## src/rtl/uart_tx_fifo.sv

```systemverilog
// -----------------------------------------------------------------------------
// uart_tx_fifo
//   Buffered UART transmitter. Words are written into a small FIFO and sent
//   as serial frames: start bit, DATA_BITS data bits (LSB first), an optional
//   parity bit and STOP_BITS stop bits. Every bit lasts CLKS_PER_BIT cycles.
//   When a frame ends and another word is waiting (with en high), the next
//   start bit follows immediately with no idle bit in between.
//
// Ports
//   clk        : system clock
//   rst        : asynchronous active-high reset
//   en         : allows new frames to start (a frame in flight always completes)
//   in_valid   : write request
//   in_data    : word to transmit (DATA_BITS wide)
//   in_ready   : FIFO not full
//   out        : serial tx line (idles high)
//   busy       : frame in progress
//   done       : one-cycle pulse after the last stop bit
//   fifo_count : FIFO occupancy
// -----------------------------------------------------------------------------
module uart_tx_fifo #(
   parameter int DATA_BITS    = 8,
   parameter int CLKS_PER_BIT = 16,
   parameter int PARITY       = 0,
   parameter int STOP_BITS    = 1,
   parameter int FIFO_DEPTH   = 4
) (
   input  logic                        clk,
   input  logic                        rst,
   input  logic                        en,
   input  logic                        in_valid,
   input  logic [DATA_BITS-1:0]        in_data,
   output logic                        in_ready,
   output logic                        out,
   output logic                        busy,
   output logic                        done,
   output logic [$clog2(FIFO_DEPTH):0] fifo_count
);

   localparam int PTR_W  = $clog2(FIFO_DEPTH);
   localparam int CNT_W  = PTR_W + 1;
   localparam int BAUD_W = $clog2(CLKS_PER_BIT);

   localparam logic [BAUD_W-1:0] BAUD_RELOAD = BAUD_W'(CLKS_PER_BIT - 1);
   localparam logic [CNT_W-1:0]  FULL_COUNT  = CNT_W'(FIFO_DEPTH);
   localparam logic [3:0]        LAST_DATA   = 4'(DATA_BITS - 1);
   localparam logic [3:0]        LAST_STOP   = 4'(STOP_BITS - 1);
   // Odd parity is the inverted XOR of the data bits.
   localparam logic              PAR_INV     = (PARITY == 1);

   typedef enum logic [2:0] {
      IDLE,
      START,
      DATA,
      PAR,
      STOP
   } state_t;

   // Control registers
   state_t               r_state;
   logic [BAUD_W-1:0]    r_baud;
   logic [3:0]           r_bit;
   logic                 r_out;
   logic                 r_busy;
   logic                 r_done;
   logic [PTR_W-1:0]     r_wr_ptr;
   logic [PTR_W-1:0]     r_rd_ptr;
   logic [CNT_W-1:0]     r_count;

   // Data registers
   logic [DATA_BITS-1:0] r_mem [FIFO_DEPTH];
   logic [DATA_BITS-1:0] r_shift;
   logic                 r_par;

   // Next-state / combinational signals
   state_t               w_state_nxt;
   logic [BAUD_W-1:0]    w_baud_nxt;
   logic [3:0]           w_bit_nxt;
   logic                 w_out_nxt;
   logic                 w_busy_nxt;
   logic                 w_done_nxt;
   logic [DATA_BITS-1:0] w_shift_nxt;
   logic                 w_par_nxt;
   logic                 w_pop;
   logic                 w_push;
   logic                 w_tick;
   logic                 w_can_start;
   logic [DATA_BITS-1:0] w_head;

   assign in_ready    = (r_count != FULL_COUNT);
   assign w_push      = in_valid & in_ready;
   assign w_tick      = (r_baud == '0);
   assign w_can_start = en & (r_count != '0);
   assign w_head      = r_mem[r_rd_ptr];

   assign out        = r_out;
   assign busy       = r_busy;
   assign done       = r_done;
   assign fifo_count = r_count;

   // Next-state and output logic. The baud counter counts down from
   // CLKS_PER_BIT-1; reaching zero marks the last cycle of the current bit.
   always_comb begin
      w_state_nxt = r_state;
      w_baud_nxt  = r_baud;
      w_bit_nxt   = r_bit;
      w_out_nxt   = r_out;
      w_busy_nxt  = r_busy;
      w_done_nxt  = 1'b0;
      w_shift_nxt = r_shift;
      w_par_nxt   = r_par;
      w_pop       = 1'b0;

      case (r_state)
         IDLE: begin
            if (w_can_start) begin
               w_pop = 1'b1;
            end
         end

         START: begin
            if (!w_tick) begin
               w_baud_nxt = r_baud - 1'b1;
            end else begin
               w_baud_nxt  = BAUD_RELOAD;
               w_state_nxt = DATA;
               w_bit_nxt   = '0;
               w_out_nxt   = r_shift[0];
               w_shift_nxt = r_shift >> 1;
            end
         end

         DATA: begin
            if (!w_tick) begin
               w_baud_nxt = r_baud - 1'b1;
            end else begin
               w_baud_nxt = BAUD_RELOAD;
               if (r_bit == LAST_DATA) begin
                  w_bit_nxt = '0;
                  if (PARITY != 0) begin
                     w_state_nxt = PAR;
                     w_out_nxt   = r_par;
                  end else begin
                     w_state_nxt = STOP;
                     w_out_nxt   = 1'b1;
                  end
               end else begin
                  w_bit_nxt   = r_bit + 1'b1;
                  w_out_nxt   = r_shift[0];
                  w_shift_nxt = r_shift >> 1;
               end
            end
         end

         PAR: begin
            if (!w_tick) begin
               w_baud_nxt = r_baud - 1'b1;
            end else begin
               w_baud_nxt  = BAUD_RELOAD;
               w_state_nxt = STOP;
               w_bit_nxt   = '0;
               w_out_nxt   = 1'b1;
            end
         end

         STOP: begin
            if (!w_tick) begin
               w_baud_nxt = r_baud - 1'b1;
            end else if (r_bit != LAST_STOP) begin
               w_baud_nxt = BAUD_RELOAD;
               w_bit_nxt  = r_bit + 1'b1;
            end else begin
               w_done_nxt = 1'b1;
               if (w_can_start) begin
                  w_pop = 1'b1;
               end else begin
                  w_state_nxt = IDLE;
                  w_baud_nxt  = '0;
                  w_bit_nxt   = '0;
                  w_out_nxt   = 1'b1;
                  w_busy_nxt  = 1'b0;
               end
            end
         end

         default: begin
            w_state_nxt = IDLE;
            w_baud_nxt  = '0;
            w_bit_nxt   = '0;
            w_out_nxt   = 1'b1;
            w_busy_nxt  = 1'b0;
         end
      endcase

      // Frame launch, shared by IDLE and the back-to-back path out of STOP:
      // the head word and its parity are captured and the start bit begins.
      if (w_pop) begin
         w_state_nxt = START;
         w_baud_nxt  = BAUD_RELOAD;
         w_bit_nxt   = '0;
         w_out_nxt   = 1'b0;
         w_busy_nxt  = 1'b1;
         w_shift_nxt = w_head;
         w_par_nxt   = (^w_head) ^ PAR_INV;
      end
   end

   always_ff @(posedge clk or posedge rst) begin
      if (rst) begin
         r_state  <= IDLE;
         r_baud   <= '0;
         r_bit    <= '0;
         r_out    <= 1'b1;
         r_busy   <= 1'b0;
         r_done   <= 1'b0;
         r_wr_ptr <= '0;
         r_rd_ptr <= '0;
         r_count  <= '0;
      end else begin
         r_state <= w_state_nxt;
         r_baud  <= w_baud_nxt;
         r_bit   <= w_bit_nxt;
         r_out   <= w_out_nxt;
         r_busy  <= w_busy_nxt;
         r_done  <= w_done_nxt;
         if (w_push) begin
            r_wr_ptr <= r_wr_ptr + 1'b1;
         end
         if (w_pop) begin
            r_rd_ptr <= r_rd_ptr + 1'b1;
         end
         // Simultaneous push and pop leave the occupancy unchanged.
         case ({w_push, w_pop})
            2'b10:   r_count <= r_count + 1'b1;
            2'b01:   r_count <= r_count - 1'b1;
            default: r_count <= r_count;
         endcase
      end
   end

   always_ff @(posedge clk) begin
      if (w_push) begin
         r_mem[r_wr_ptr] <= in_data;
      end
   end

   always_ff @(posedge clk) begin
      r_shift <= w_shift_nxt;
      r_par   <= w_par_nxt;
   end

endmodule

```

## config.mk

```make
export PLATFORM = sky130hd
export DESIGN_NAME = uart_tx_fifo
export DESIGN_NICKNAME = d
export VERILOG_FILES = /design/src/rtl/uart_tx_fifo.sv
export SDC_FILE = /design/constraint.sdc
export NUM_CORES = 1
export LEC_CHECK = 0
export CELL_PAD_IN_SITES_DETAIL_PLACEMENT = 0
export CELL_PAD_IN_SITES_GLOBAL_PLACEMENT = 2
export CORE_ASPECT_RATIO = 1.75
export CORE_UTILIZATION = 47
export CTS_BUF_LIST = sky130_fd_sc_hd__clkbuf_8
export DETAILED_ROUTE_END_ITERATION = 7
export HOLD_SLACK_MARGIN = 0.15
export PLACE_DENSITY_LB_ADDON = 0.12
export SETUP_SLACK_MARGIN = 0.4
export SLEW_MARGIN = 20
export SYNTH_ARGS = -nofsm -noshare
export SYNTH_HDL_FRONTEND = slang
export SYNTH_SLANG_ARGS = --single-unit
```

## constraint.sdc

```tcl
create_clock -name clk -period 5.6 [get_ports clk]
set_input_delay 1.12 -clock clk [delete_from_list [all_inputs] [get_ports clk]]
set_output_delay 1.12 -clock clk [all_outputs]
set_load 0.05 [all_outputs]
```

==> results.md <==
- Run status: finished clean
- Final worst setup slack: 2480 ps
- Top-Level Pins: 19
- Count of port buffers added during placement: 18
- Most area-hungry cell type in the Yosys netlist: sky130_fd_sc_hd__edfxtp_1
- Worst hold endpoint: out
- Overall die height: 105 um
- Fill cells: 514
- Remaining number of nets flagged by the antenna check after routing: 0
- Instance count along the most critical hold path: 2
- Setup crit start kind: input pin
- Cell chosen for the clock root: sky130_fd_sc_hd__clkbuf_8
- Overall via count from detail_route: 1,705
- Warnings from Yosys: 0
- FFs w/ async S/R, synth: 0.344
- Placed wire-length estimate: 3.88 mm
- Register-to-Register Setup Slack: 2640 ps
- Deepest level of the CTS H-tree: 3
- Maximum clock skew at final layout: 7.39 ps
- Area enclosed by the die boundary: 6400 sq um
- Area growth from synthesis to layout: 15.6%
- Final setup violation count: 0
- RSZ-0062 raised after global routing: false
- Setup bufs post-CTS: 0
- Pins over their slew limit: 0
- Final cycle utilization of the critical path: 0.557
- Share of layout cells above drive strength 1: 0.179
- Synthesized Nets: 225
- Nets@finish: 245
- First-pass GRT wire length: 8.93 mm
- Global-route congestion overflow total: 0
- Chip width: 60.9 um
- Fmax achieved: 0.321 GHz
- Final routed wirelength across all metal layers: 5.36 mm
- Maximum net fanout on the critical path: 11
- Clock slew at the register clock pins of the worst setup and hold paths: 70 ps
- Max transition margin: 0.443
- Bufs on Longest Clock Path: 2
- Startpoint of the most critical hold path: out
- Worst endpoint required time: 5870 ps
- WS Path Type: in2reg
- Most instantiated cells after synthesis: sky130_fd_sc_hd__edfxtp_1, sky130_fd_sc_hd__dfrtp_1, sky130_fd_sc_hd__inv_1, sky130_fd_sc_hd__nor2_1, sky130_fd_sc_hd__a21oi_1
- Crit path capture type: register
- Beginning of the worst register-to-register path: r_baud[0]
- TritonRoute pass-1 iters: 4
- Worst r2r path cells: 12
- Reported max-cap violation count: 0
- Clock tree from TritonCTS: built
- Antenna violations before repair: 0
- Ranking of synthesized cells by area: sky130_fd_sc_hd__edfxtp_1, sky130_fd_sc_hd__dfrtp_1, sky130_fd_sc_hd__mux4_2
- Resize count post-CTS: 0
- DP Worst Slack: 2080 ps
- Starting density of the core: 0.486
- Placeable core region: 5880 sq um
- Largest net degree at the start of global routing: 22
- Netlist area before placement: 2860 sq um
- Leak pwr: 0.00126 uW
- Hold bufs inserted after CTS: 0
- Share of the yosys chip area belonging to registers: 0.605
- Type of the worst min-delay path: reg2reg
- Final period demand of the worst path: 3120 ps
- Cells after synthesis: 204
- Slew at the pin with the worst max-slew slack: 835 ps
- Number of DRC violations after detailed-routing iteration 0: 76
- Number of diodes: 0
- Number of buffers created by CTS: 9
- Worst skew pair latency: 340 ps
- Capture instance of the worst register-to-register path: fifo_count[2]
- Largest voltage drop on the vdd net: 0.273 mV
- FF+latch count, synth: 61
- DRC violations left: 0
- Routed wire length per instance: 17.5 um
- Tot GR Track Use: 0.202
- Count of different cell masters after synthesis: 48
- Vias per std cell: 5.55
- Clock sink total: 61
- Total Neg Setup Slack: 0 ps
- Vias in the first global route: 1,882
- Endpoints failing hold: 0
- Data arrival at the endpoint of the critical path: 3380 ps
- Utilization after layout: 0.561
- Power density over the cells: 370 nW/um^2
- Cell with the most instances after synthesis: sky130_fd_sc_hd__edfxtp_1
- EDFF count, synth: 40
- Portion of synthesized cell area occupied by the leading cell type: 0.421
- Final weighted congestion of routability-driven global placement: 0.703
- Average cell area after synthesis: 14.0 sq um
- Primary flip-flop cell chosen by synthesis mapping: sky130_fd_sc_hd__edfxtp_1
- Cell row count: 37
-- report_power, final --
part	switching (uW)	internal [uW]	leakage (uW)
combinational	136	79.1	0.000559
sequential	32.8	552	0.000595
clock	173	248	0.000105
-- worst max-delay path: stages --
cell,delay [ps]
sky130_fd_sc_hd__clkdlybuf4s50_1,480
sky130_fd_sc_hd__o31ai_1,110
sky130_fd_sc_hd__nor2_1,250
sky130_fd_sc_hd__nand2_2,270
sky130_fd_sc_hd__inv_1,130
sky130_fd_sc_hd__ha_1,180
sky130_fd_sc_hd__inv_1,60
sky130_fd_sc_hd__fa_1,380
sky130_fd_sc_hd__xor2_1,150
sky130_fd_sc_hd__nor2_1,110
sky130_fd_sc_hd__xor2_1,140
-- state kept, by name, summed over array words and instances (netlist names) --
name	cells
r_state	3
done	1
busy	1
r_mem	32
r_rd_ptr	2
r_shift	8
fifo_count	3
r_baud	4
r_wr_ptr	2
out	1
r_bit	4
-- layout make-up --
cell class | instances | area [sq um] | area share
tap | 78 | 97.6 | 0.0296
multi-input combinational | 121 | 1030 | 0.313
inverter | 13 | 48.8 | 0.0148
timing repair buffer | 18 | 180 | 0.0546
sequential | 61 | 1730 | 0.524
clock inverter | 7 | 90.1 | 0.0273
clock buffer | 9 | 124 | 0.0375
-- how the worst max path moves through the flow --
stage          startpoint            end  slack (ps)  cells after the start
2_1_floorplan          en  fifo_count[2]        2860                     11
3_3_place_gp           en  fifo_count[2]        2220                     11
3_5_place_dp           en  fifo_count[2]        2080                     11
4_1_cts                en  fifo_count[2]        2450                     11
5_1_grt                en  fifo_count[2]        2260                     11
6_report               en  fifo_count[2]        2480                     11
-- metrics by stage --
stage               total power (uW)  instances  cell area, sq um  hold WS, ps
floorplan                        730        204              2860          523
global placement                 795        291              3080          481
detailed placement               813        291              3080          508
CTS                             1240        307              3300          518
global route                    1270        307              3300          533
finish                          1220        307              3300          506
-- cell usage in the layout (no fill, tap or decap), types with 3 or more instances in the layout --
master,Yosys,final
sky130_fd_sc_hd__xor2_1,3,3
sky130_fd_sc_hd__clkdlybuf4s50_1,0,18
sky130_fd_sc_hd__a211oi_1,3,3
sky130_fd_sc_hd__edfxtp_1,40,40
sky130_fd_sc_hd__o31ai_1,4,3
sky130_fd_sc_hd__nor3_1,4,4
sky130_fd_sc_hd__xnor2_1,4,4
sky130_fd_sc_hd__mux2_4,6,6
sky130_fd_sc_hd__nand4_1,3,3
sky130_fd_sc_hd__mux4_2,8,8
sky130_fd_sc_hd__nor2_1,13,13
sky130_fd_sc_hd__ha_1,8,8
sky130_fd_sc_hd__clkbuf_8,0,9
sky130_fd_sc_hd__dfrtp_1,20,20
sky130_fd_sc_hd__o21ai_0,6,6
sky130_fd_sc_hd__a21oi_1,9,9
sky130_fd_sc_hd__nand3_1,4,4
sky130_fd_sc_hd__nand2_1,5,5
sky130_fd_sc_hd__and3_1,4,4
sky130_fd_sc_hd__nor3b_1,4,4
sky130_fd_sc_hd__inv_1,13,13
sky130_fd_sc_hd__clkinv_2,0,3
-- logic make-up after synthesis --
group	Yosys count	synth area share
AO/OA/AOI/OAI	38	0.0920
XOR/XNOR	7	0.0215
adder cells (fa/ha/maj)	9	0.0421
buffers and inverters	22	0.0351
flip-flops	61	0.605
multiplexers	17	0.106
AND/OR/NAND/NOR	50	0.0982
-- routing by layer --
metal  part of all wire  track usage
met1               0.36        0.205
met2               0.58        0.350
met3              0.024       0.0532
met4              0.037        0.119
met5                  0            0
(Power assumes the default switching activity.)
